==> src/rtl/nibble_add_seq.sv <==
// Nibble-serial WIDTH-bit adder: one shared 4-bit ripple slice, one nibble per clock, LSB first.
// Optional macro ADD_SEQ_SUB_EN adds a 'sub' port for a - b (two's complement via ~b + 1).

module fulladd4 (
    output logic [3:0] sum,
    output logic       c_out,
    input  logic [3:0] a,
    input  logic [3:0] b,
    input  logic       c_in
);
    logic [4:0] c;

    assign c[0] = c_in;

    generate
        for (genvar gi = 0; gi < 4; gi++) begin : g_fa
            assign sum[gi]  = a[gi] ^ b[gi] ^ c[gi];
            assign c[gi+1]  = (a[gi] & b[gi]) | (c[gi] & (a[gi] ^ b[gi]));
        end
    endgenerate

    assign c_out = c[4];
endmodule

module nibble_add_seq #(
    parameter int WIDTH = 16
) (
    input  logic             clock,
    input  logic             reset,
    input  logic             start,
    input  logic [WIDTH-1:0] a,
    input  logic [WIDTH-1:0] b,
    input  logic             c_in,
`ifdef ADD_SEQ_SUB_EN
    input  logic             sub,
`endif
    output logic             busy,
    output logic             done,
    output logic [WIDTH-1:0] sum,
    output logic             c_out
);
    localparam int NNIB = WIDTH / 4;
    localparam int IW   = (NNIB > 1) ? $clog2(NNIB) : 1;
    localparam logic [IW-1:0] LAST_IDX = IW'(NNIB - 1);

    typedef enum logic [1:0] {IDLE, RUN, DONE} state_t;

    state_t           state_reg, state_next;
    logic [WIDTH-1:0] a_reg, a_next;
    logic [WIDTH-1:0] b_reg, b_next;
    logic [WIDTH-1:0] result_reg, result_next;
    logic [WIDTH-1:0] sum_next;
    logic [IW-1:0]    idx_reg, idx_next;
    logic             carry_reg, carry_next;
    logic             sub_reg, sub_next;
    logic             busy_next, done_next, c_out_next;
    logic             sub_in;

`ifdef ADD_SEQ_SUB_EN
    assign sub_in = sub;
`else
    assign sub_in = 1'b0;
`endif

    // Operand registers viewed as nibble arrays so the slice mux is a plain index.
    logic [3:0] a_nib [NNIB];
    logic [3:0] b_nib [NNIB];

    generate
        for (genvar gi = 0; gi < NNIB; gi++) begin : g_nib
            assign a_nib[gi] = a_reg[4*gi +: 4];
            assign b_nib[gi] = b_reg[4*gi +: 4];
        end
    endgenerate

    logic [3:0] slice_a, slice_b, slice_sum;
    logic       slice_cout;

    assign slice_a = a_nib[idx_reg];
    assign slice_b = b_nib[idx_reg] ^ {4{sub_reg}};

    fulladd4 u_slice (
        .sum   (slice_sum),
        .c_out (slice_cout),
        .a     (slice_a),
        .b     (slice_b),
        .c_in  (carry_reg)
    );

    always_comb begin
        state_next  = state_reg;
        a_next      = a_reg;
        b_next      = b_reg;
        result_next = result_reg;
        sum_next    = sum;
        idx_next    = idx_reg;
        carry_next  = carry_reg;
        sub_next    = sub_reg;
        c_out_next  = c_out;
        busy_next   = 1'b0;
        done_next   = 1'b0;

        case (state_reg)
            IDLE, DONE: begin
                // DONE accepts a new request exactly like IDLE, giving back-to-back issue.
                if (start) begin
                    a_next     = a;
                    b_next     = b;
                    sub_next   = sub_in;
                    carry_next = sub_in ? 1'b1 : c_in;
                    idx_next   = '0;
                    state_next = RUN;
                    busy_next  = 1'b1;
                end else begin
                    state_next = IDLE;
                end
            end
            RUN: begin
                for (int i = 0; i < NNIB; i++) begin
                    if (idx_reg == IW'(i)) begin
                        result_next[4*i +: 4] = slice_sum;
                    end
                end
                carry_next = slice_cout;
                if (idx_reg == LAST_IDX) begin
                    state_next = DONE;
                    done_next  = 1'b1;
                    sum_next   = result_next;
                    c_out_next = slice_cout;
                    idx_next   = '0;
                end else begin
                    idx_next   = idx_reg + IW'(1);
                    busy_next  = 1'b1;
                end
            end
            default: state_next = IDLE;
        endcase
    end

    always_ff @(posedge clock) begin
        if (reset) begin
            state_reg  <= IDLE;
            a_reg      <= '0;
            b_reg      <= '0;
            result_reg <= '0;
            idx_reg    <= '0;
            carry_reg  <= 1'b0;
            sub_reg    <= 1'b0;
            busy       <= 1'b0;
            done       <= 1'b0;
            sum        <= '0;
            c_out      <= 1'b0;
        end else begin
            state_reg  <= state_next;
            a_reg      <= a_next;
            b_reg      <= b_next;
            result_reg <= result_next;
            idx_reg    <= idx_next;
            carry_reg  <= carry_next;
            sub_reg    <= sub_next;
            busy       <= busy_next;
            done       <= done_next;
            sum        <= sum_next;
            c_out      <= c_out_next;
        end
    end
endmodule

==> config.mk <==
export PLATFORM = sky130hd
export DESIGN_NAME = nibble_add_seq
export DESIGN_NICKNAME = d
export VERILOG_FILES = /design/src/rtl/nibble_add_seq.sv
export SDC_FILE = /design/constraint.sdc
export NUM_CORES = 1
export LEC_CHECK = 0
export BUFFER_PORTS_ARGS = -buffer_cell sky130_fd_sc_hd__clkbuf_2
export CAP_MARGIN = 20
export CORE_MARGIN = 3
export CORE_UTILIZATION = 45
export DETAILED_ROUTE_END_ITERATION = 10
export PLACE_DENSITY_LB_ADDON = 0.15
export SLEW_MARGIN = 20
export SYNTH_ARGS = -nofsm -noshare
export SYNTH_HDL_FRONTEND = slang
export SYNTH_SLANG_ARGS = --single-unit
==> constraint.sdc <==
create_clock -name clock -period 3.09 [get_ports clock]
set_input_delay 0.618 -clock clock [delete_from_list [all_inputs] [get_ports clock]]
set_output_delay 0.618 -clock clock [all_outputs]
set_load 0.1 [all_outputs]
==> flow_summary.json <==
{
  "ff2ff_path_depth": 10,
  "synth_area_um2": 2950,
  "critPathBufInv": 4,
  "dpl.cell_count": 425,
  "critical_path.top_delay_family": "adder cells",
  "slew_viol_final": 0,
  "ys_seq_area_share_pct": 46.1,
  "grt_pass1_vias": 2092,
  "fin_cells": 443,
  "first_iter_violations": 98,
  "numCtsBuffers": 9,
  "portBuffers": 54,
  "synth_area_per_cell_um2": 9.25,
  "setup_viol": 0,
  "layout-drive-gt1-share_pct": 26.4,
  "fin_nets": 407,
  "die_h_um": 87.0,
  "worst_slack_ps": 201,
  "cp-start-kind": "flip-flop",
  "synth_top_family_by_area": "simple AND/OR/NAND/NOR gates",
  "core_area_um2": 6130,
  "relSlewSlack_pct": 31.9,
  "wl_per_cell_um": 13.1,
  "antenna_found_initial": 0,
  "cp-endpoint": "result_reg[11]",
  "fmax_mhz": 346,
  "synthAdderAreaFrac_pct": 4.41,
  "clk_latency_ps": 350,
  "synth_compound_area_share_pct": 14.7,
  "io_pins": 55,
  "dp.final_hpwl_um": 4170,
  "diodes": 0,
  "syn_nets": 363,
  "post-route-min-period_ps": 2890,
  "rr_endpoint": "result_reg[11]",
  "grt_pass1_wl_um": 9590,
  "layout_common_cells": "nand2_1, dfxtp_1, clkbuf_2",
  "tightest_slew_ps": 1020,
  "grt_max_degree": 46,
  "initial_core_util_pct": 48.1,
  "power_density_nw_per_um2": 571,
  "num_rows": 28,
  "drtAntennaViolNets": 0,
  "min_path_cells": 2,
  "worstSetupPathType": "reg -> reg",
  "path_cells": "mux4_2, inv_2, fa_1, inv_1, fa_2, fa_1, inv_2, fa_2, buf_4, a211oi_1",
  "critPathLaunch": "idx_reg[0]",
  "arrival_ps": 3140,
  "htreeDepth": 3,
  "drt_pre_antenna_iters": 4,
  "place_ws_ps": -69.6,
  "drv_cap": 0,
  "grt_usage_pct": 16.4,
  "clock_skew_ps": 14.6,
  "end_kind": "flip-flop",
  "synthMuxAreaShare_pct": 10.8,
  "cp.required_ps": 3340,
  "clockBufferDepth": 2,
  "r2r_setup_slack_ps": 200,
  "synthXorXnorAreaFrac_pct": 0,
  "rsz0062_at_grt": "false",
  "wirelength_um": 5820,
  "cts_tree": "built",
  "post-route-period-util_pct": 93.5,
  "finalHoldViolCount": 0,
  "hold_buffers": 0,
  "cts_root_buf": "clkbuf_8",
  "cp_max_fo": 6,
  "grt.overflow.total": 0,
  "die_area_um2": 7570,
  "yosys_warnings": 0,
  "die_x_um": 87.0,
  "crit_cells": 10,
  "synth_cell_types": 28,
  "crit-reg2reg-launch": "idx_reg[0]",
  "layout_commonest_cell": "nand2_1",
  "via_count": 2212,
  "clk_pin_slew_worst_paths_ps": 80,
  "slowest_stage": "mux4_2",
  "yosys.area_share.simple_pct": 16.5,
  "critPathMaxStageDelay_ps": 510,
  "syn_inst": 319,
  "ys_ff_latch": 68,
  "drc_errors": 0,
  "area_delta_synth_final_pct": 15.8,
  "leakage_nw": 1.36,
  "cts_sinks": 68,
  "avgViaCountPerCell": 4.99,
  "hold_class": "reg -> reg",
  "outcome": "complete, no violations",
  "irDropWorstVdd_uv": 359,
  "gp_congestion": 0.748
}
-- logic make-up after synthesis --
logic type | count (synthesis)
buf+inv | 39
mux | 20
compound gates | 66
fa+ha+maj | 8
flops | 68
simple gates | 118
-- layer usage --
| metal | routed length (um) | track usage, % | part of all wire [%] | vias to the layer above |
|---|---|---|---|---|
| li1 | - | - | - | 1158 |
| met1 | 2800 | 21.4 | 48 | 995 |
| met2 | 2660 | 25.3 | 46 | 49 |
| met3 | 276 | 4.54 | 4.7 | 10 |
| met4 | 85 | 7.51 | 1.5 | 0 |
| met5 | 0 | 0 | 0 | - |
-- synth_stat cells --
cell	instances	share of area, %
nand2_1	80	10
dfxtp_1	68	46
a21oi_1	43	7.3
nor2_1	25	3.2
buf_2	12	2.0
mux2i_1	12	4.1
a211oi_2	9	3.8
inv_1	9	1.1
a211oi_1	6	1.5
o211ai_1	6	1.5
buf_6	5	1.9
clkbuf_1	5	0.64
mux4_1	5	4.5
buf_1	4	0.51
fa_1	4	2.7
ha_1	4	1.7
and3b_1	3	0.89
buf_4	3	0.76
mux4_2	3	2.3
nand3_1	3	0.51
nand2b_1	2	0.42
nand3b_1	2	0.51
a2bb2oi_1	1	0.30
and2b_1	1	0.25
and3b_2	1	0.34
clkbuf_8	1	0.47
o21a_1	1	0.25
or3_1	1	0.21
-- through the flow --
step | util [%] | setup TNS, ps | hold WS [ps] | cell area [um^2] | power, mW
after floorplan | - | 0 | 432 | 2950 | 1.12
after global placement | 51.9 | -15.0 | 438 | 3180 | 1.18
after detailed placement | 51.9 | -162 | 445 | 3180 | 1.18
after CTS | 55.4 | 0 | 455 | 3400 | 1.97
after global routing | 55.8 | 0 | 473 | 3420 | 2.04
final | 55.8 | 0 | 453 | 3420 | 1.95
-- how the worst min path moves through the flow --
stage	from	to	slack [ps]
2_1_floorplan	a_reg[4]	a_reg[4]	430
3_3_place_gp	a_reg[7]	a_reg[7]	440
3_5_place_dp	a_reg[7]	a_reg[7]	450
4_1_cts	a_reg[7]	a_reg[7]	460
5_1_grt	a_reg[13]	a_reg[13]	470
6_report	a_reg[7]	a_reg[7]	450
-- worst register-to-register path, delay by kind of cell (launching register included) --
kind / cells / cell delay [ps]
adder cells (fa/ha/maj): 4 / 1360
buffers and inverters: 4 / 370
multiplexers: 1 / 510
AO/OA/AOI/OAI: 1 / 190
flip-flops: 1 / 390
-- report_power, final --
| part | switching [mW] | internal [mW] | total (mW) |
|---|---|---|---|
| clock | 0.337 | 0.454 | 0.791 |
| combinational | 0.132 | 0.0956 | 0.227 |
| sequential | 0.0219 | 0.913 | 0.935 |
| total | 0.490 | 1.46 | 1.95 |
-- what timing repair did --
action / 4_1_cts / 5_1_grt
setup buffers: 0 / 2
pin swaps: 0 / 2
endpoints found under the setup margin: 4 / 6
gates resized for setup: 1 / 6
-- final cells by class --
cell class | instances | area [um^2]
Fill cell | 577 | 2710
Multi-Input combinational cell | 212 | 1370
Sequential cell | 68 | 1370
Timing Repair Buffer | 63 | 338
Clock buffer | 10 | 128
Tap cell | 75 | 93.8
Clock inverter | 6 | 88.8
Inverter | 9 | 33.8
Note: power is estimated with default switching activity, not from simulation.
